--- src/rtl/encoder_32to5_seq.sv ---
`default_nettype none
// ============================================================================
//  Module      : encoder_32to5_seq
//  Description : Sequential 32-to-5 encoder. Accepts a 32-bit request vector
//                over valid/ready and emits the binary index of every set
//                bit, lowest index first, one index per output handshake.
//  Revision    : 1.0 - initial release
// ============================================================================
module encoder_32to5_seq (
    input  logic        clk,
    input  logic        rst_n,
    input  logic        in_valid,
    output logic        in_ready,
    input  logic [31:0] in_vec,
    input  logic        flush,
    output logic        out_valid,
    input  logic        out_ready,
    output logic [4:0]  out_idx,
    output logic        out_last,
    output logic        busy
);

    typedef enum logic [0:0] {
        IDLE = 1'b0,
        EMIT = 1'b1
    } state_t;

    state_t      r_state;
    logic [31:0] r_pend;

    logic [4:0]  w_low_idx;
    logic        w_one_left;
    logic        w_in_hs;
    logic        w_out_hs;

    // Priority encode the lowest set bit of the pending mask; scanning from
    // the top down lets the lowest set bit win the final assignment.
    always_comb begin
        w_low_idx = 5'd0;
        for (int i = 31; i >= 0; i--) begin
            if (r_pend[i]) begin
                w_low_idx = 5'(i);
            end
        end
    end

    // Exactly one bit left: clearing the lowest set bit leaves nothing.
    assign w_one_left = (r_pend != 32'd0) && ((r_pend & (r_pend - 32'd1)) == 32'd0);

    // Handshake strobes and outputs decoded straight from the state register,
    // so index and last are forced to zero whenever nothing is offered.
    assign in_ready  = (r_state == IDLE);
    assign out_valid = (r_state == EMIT);
    assign busy      = (r_state == EMIT);
    assign out_idx   = out_valid ? w_low_idx : 5'd0;
    assign out_last  = out_valid & w_one_left;
    assign w_in_hs   = in_valid & in_ready;
    assign w_out_hs  = out_valid & out_ready;

    // State and pending-mask update; flush dominates both handshakes.
    always_ff @(posedge clk or negedge rst_n) begin
        if (!rst_n) begin
            r_state <= IDLE;
            r_pend  <= 32'd0;
        end else if (flush) begin
            r_state <= IDLE;
            r_pend  <= 32'd0;
        end else begin
            case (r_state)
                IDLE: begin
                    // An all-zero vector is consumed without producing output.
                    if (w_in_hs && (in_vec != 32'd0)) begin
                        r_pend  <= in_vec;
                        r_state <= EMIT;
                    end
                end
                EMIT: begin
                    if (w_out_hs) begin
                        if (w_one_left) begin
                            r_pend  <= 32'd0;
                            r_state <= IDLE;
                        end else begin
                            // Drop the lowest set bit, which is the index just delivered.
                            r_pend <= r_pend & (r_pend - 32'd1);
                        end
                    end
                end
                default: begin
                    r_state <= IDLE;
                    r_pend  <= 32'd0;
                end
            endcase
        end
    end

endmodule
`default_nettype wire
--- config.mk ---
export PLATFORM = sky130hd
export DESIGN_NAME = encoder_32to5_seq
export DESIGN_NICKNAME = d
export VERILOG_FILES = /design/src/rtl/encoder_32to5_seq.sv
export SDC_FILE = /design/constraint.sdc
export NUM_CORES = 1
export LEC_CHECK = 0
export BUFFER_PORTS_ARGS = -buffer_cell sky130_fd_sc_hd__buf_2
export CORE_ASPECT_RATIO = 0.8
export CORE_MARGIN = 2
export CORE_UTILIZATION = 57
export CTS_BUF_LIST = sky130_fd_sc_hd__clkbuf_4
export DETAILED_ROUTE_END_ITERATION = 10
export MAX_ROUTING_LAYER = met4
export PLACE_DENSITY = 0.82
export SLEW_MARGIN = 0
export SYNTH_ARGS = -nofsm -noshare
export SYNTH_HDL_FRONTEND = slang
export SYNTH_SLANG_ARGS = --single-unit
--- constraint.sdc ---
create_clock -name clk -period 4.05 [get_ports clk]
set_input_delay 0.81 -clock clk [delete_from_list [all_inputs] [get_ports clk]]
set_output_delay 0.81 -clock clk [all_outputs]
set_load 0.005 [all_outputs]
Word level (Yosys, flattened, before mapping)

Cells that the tools add are included.
Widths: inputs -> output; s select.

Reduce and logical (&&, ||, !) cells: 6
Add/sub/neg operators: 1
Multiplexer cells: 43
Bitwise operators: 5
Equality and inequality tests: 2

Operators by type and width:

| cell                  | count |
|---|---|
| $mux 5                | 33 |
| $mux 32               | 4 |
| $pmux 32 s2           | 1 |
| $reduce_bool 32->1    | 2 |
| $and 32x32->32        | 1 |
| $logic_not 32->1      | 1 |
| $sub 32x1->32 const B | 1 |
| $mux 1                | 4 |
| $and 1x1->1           | 3 |
| $ne 3x1->1 const B    | 1 |
| $ne 3x2->1 const B    | 1 |
| $logic_and 1x1->1     | 2 |
| $pmux 1 s2            | 1 |
| $reduce_and 2->1      | 1 |
| $not 1->1             | 1 |

Flip-flop bits (word level): 33
Logic and storage cells: 59

Logic depth before layout (Yosys ltp)

Depth in word-level cells: 33
Depth in mapped cells: 9
Mapped depth without buffers: 7

Worst setup path after synthesis

No wires, ideal clock.

Path kind: register to output
Start point: register r_pend[10]
End point: output port out_last
Stages on the path, launching flop included: 8
Setup slack: 0.862 ns
Data required time: 3.240 ns
Path buffers: 1
Data arrival time: 2.378 ns
Path through: dfrtp_1 > or4_1 > buf_2 > nand3b_4 > or3_1 > a22o_1 > a2111oi_2 > and4_1

Cells in the longest elaborated chain, start to end: 5
Elaborated cells on any way between the ends: 6

RTL lines:

| what                   | line | source |
|---|---|---|
| from (decl)            | 29   | `logic [31:0] r_pend;` |
| from (signal assigned) | 73   | `r_pend <= in_vec;` |
| from (signal assigned) | 84   | `r_pend <= r_pend & (r_pend - 32'd1);` |
| $sub 32x1->32          | 48   | `assign w_one_left = (r_pend != 32'd0) && ((r_pend & (r_pend - 32'd1)) == 32'd0);` |
| $and 32x32->32         | 48   |  |
| $logic_not 32->1       | 48   |  |
| $logic_and 1x1->1 *    | 48   |  |
| $and 1x1->1 *          | 56   | `assign out_last = out_valid & w_one_left;` |
| to (decl)              | 19   | `output logic out_last,` |

Every way passes the cells marked *; elsewhere a longest branch is shown, timed or not.

Final worst setup path

Start point: register r_pend[8]
End point: output port out_last

The elaborated chain is that of the path after synthesis.

==> out/metrics.yaml <==
pwr:
  total_power_mw: 0.890
  ir_worst_vdd_v: 0.000216
  powerDensity_mw_per_mm2: 343
  leakage_nw: 1.19
cts:
  cts_resized: 0
  insertion_delay_ns: 0.34
  cts_inserted_buffers: 5
  postCtsSetupBuffers: 0
  cts_buffer_depth: 2
  clk_pin_slew_ns: 0.10
  tritoncts: "built"
  hold_buffers: 0
  cts-root-buf: "clkbuf_4"
  cts.sinks: 33
  htree_levels: 2
detailed_routing:
  antenna_left: 0
  vias_per_cell: 6.66
  route.detailed.drc: 0
  wl_per_cell_microns: 17.7
  drt_pass1_iterations: 5
  wirelength_microns: 6620
  dr.first_iter.drc_count: 410
  route.vias.total: 2489
status:
  status: "finished clean"
global_route:
  grt_pass1_vias: 2225
  antenna_found_initial: 0
  grt_pass1_wl_microns: 10800
  grt_overflow: 0
  grt_use_total: 0.319
  grt_max_degree: 35
placed_design:
  routabilityCongestion: 0.987
  dp_hpwl_microns: 4670
  port_buffers: 45
yosys:
  ys_seq_area_frac: 0.355
  yosysTopAreaCell: "dfrtp_1"
  synth_warnings: 0
  synthMostInstantiatedCell: "o21ai_0"
  ys_top_cells_by_count: "o21ai_0, dfrtp_1, nand2_1"
  ys_types: 47
  synth_area_sq_mm: 0.00232
  synth_top_area_frac: 0.355
  avgSynthCellArea_sq_um: 8.04
  async_flop_share: 1.00
  synth_cells: 289
  synth_edf_count: 0
  dominantRegCellSynth: "dfrtp_1"
  ys_top_cells_by_area: "dfrtp_1, a22o_1, o21ai_0, nand2_1, nor2_1"
  ys_seq_elements: 33
  syn_nets: 326
floorplanning:
  dieHeight_microns: 61.1
  placementRows: 20
  die-area_sq_mm: 0.00461
  core-area_sq_mm: 0.00385
  ios: 46
  start_util: 0.603
  dieWidth_microns: 75.4
worst_setup_path:
  critPathCaptureType: "output pin"
  rr_endpoint: "busy$_DFF_PN0_"
  required_ns: 3.24
  rr_startpoint: "r_pend[8]$_DFFE_PN0P_"
  critPathLaunchType: "flop"
  reg2reg_slack_ns: 1.17
  r2r_cells: 7
  worstSetupPathType: "reg2out"
  crit_fanout: 12
  crit_arrival_ns: 3.10
timing:
  min_period_over_period: 0.966
  grt_setup_unrepaired: "false"
  tns_ns: 0
  fin_worst_skew_ns: 0.00855
  drv_slew: 0
  max_freq_mhz: 256
  fin_crit_ns: 3.91
  tightest_slew_ns: 1.16
  relSlewSlack: 0.226
  setup_violations: 0
  hold_viol: 0
final_layout:
  syn_to_final_growth_pct: 11.8
  n_antenna_cell: 0
  drive_above_1_share: 0.204
  nets: 355
hold_path:
  hold_path_class: "in2async"
flow_run:
  drv_cap: 0
placed cells by master (no fill, tap or decap), types with 2 or more instances in the layout:
master     netlist  routed
nor3_2           1       2
a22o_1          31      31
a2111oi_0        2       2
nor4_1          15      15
nand2b_1         3       3
nand3_1          3       3
o221ai_1         2       2
nand2_1         32      32
o21ai_0         35      35
or4_1            5       4
a211oi_1         3       3
nor2_1          26      26
nand4_1          2       2
dfrtp_1         33      33
o311ai_0         3       3
and3_1           2       2
buf_2            2      45
or3_1            2       2
o21a_1           2       2
o31ai_1          2       2
clkbuf_4         0       8
a21oi_1         13      13
inv_1           10      10
or2_2            2       2
nor3_1          15      14
cell families (layout without fill, tap and decap cells):
logic type      after synthesis  count (layout)  synth area share
simple gates                115             115             0.262
mux                           1               1           0.00485
buf+inv                      34              64            0.0576
compound gates              105             105             0.316
flops                        33              33             0.355
fa+ha+maj                     1               1           0.00431
per-layer routing:
layer,track usage,vias to the layer above,wire length (microns)
met5,-,-,0
met4,0.0977,0,140
met3,0.0835,24,625
met2,0.432,147,2860
met1,0.462,1158,2990
li1,-,1160,-
per-stage QoR:
stage	hold WS [ns]	cells	utilization	area, sq um	setup WS [ns]
floorplan	0.480	289	-	2320	0.862
global placement	0.511	366	0.657	2530	0.564
detailed placement	0.513	366	0.657	2530	0.467
CTS	0.543	374	0.673	2590	0.0902
global route	0.573	374	0.674	2600	0.0000830
finish	0.526	374	0.674	2600	0.140
how the worst max path moves through the flow:
stage | from | to | slack, ns | cells past startpoint
after CTS | r_pend[8]$_DFFE_PN0P_ | out_last | 0.09 | 7
after global routing | r_pend[12]$_DFFE_PN0P_ | out_last | 0.00008 | 7
after detailed placement | r_pend[8]$_DFFE_PN0P_ | out_last | 0.47 | 7
after global placement | r_pend[8]$_DFFE_PN0P_ | out_last | 0.56 | 7
final | r_pend[8]$_DFFE_PN0P_ | out_last | 0.14 | 7
after floorplan | r_pend[10]$_DFFE_PN0P_ | out_last | 0.86 | 7
cell type report:
| type | instances | area [sq um] |
|---|---|---|
| multi-input cells | 222 | 1370 |
| inverters | 10 | 37.5 |
| repair buffers | 46 | 233 |
| flip-flops and latches | 33 | 826 |
| fillers | 339 | 1260 |
| clock buffers | 8 | 60.1 |
| well taps | 55 | 68.8 |
state kept, by name (all words and copies together) (netlist names):
name    flops
r_pend     32
busy        1
power by group:
group	total, mW	leakage, nW	switching, mW	internal (mW)
Clock	0.199	0.0368	0.109	0.0893
Sequential	0.404	0.442	0.0514	0.352
Combinational	0.287	0.712	0.166	0.122
Total	0.890	1.19	0.326	0.563
worst max-delay path, stage by stage, from the launching register on:
cell and delay (ns):
dfrtp_1 0.52, or4_4 0.58, nand3b_4 0.25, or3_1 0.39
a22o_1 0.28, a2111oi_2 0.34, and4_1 0.28, buf_2 0.13
Note: power is estimated with default switching activity, not from simulation.
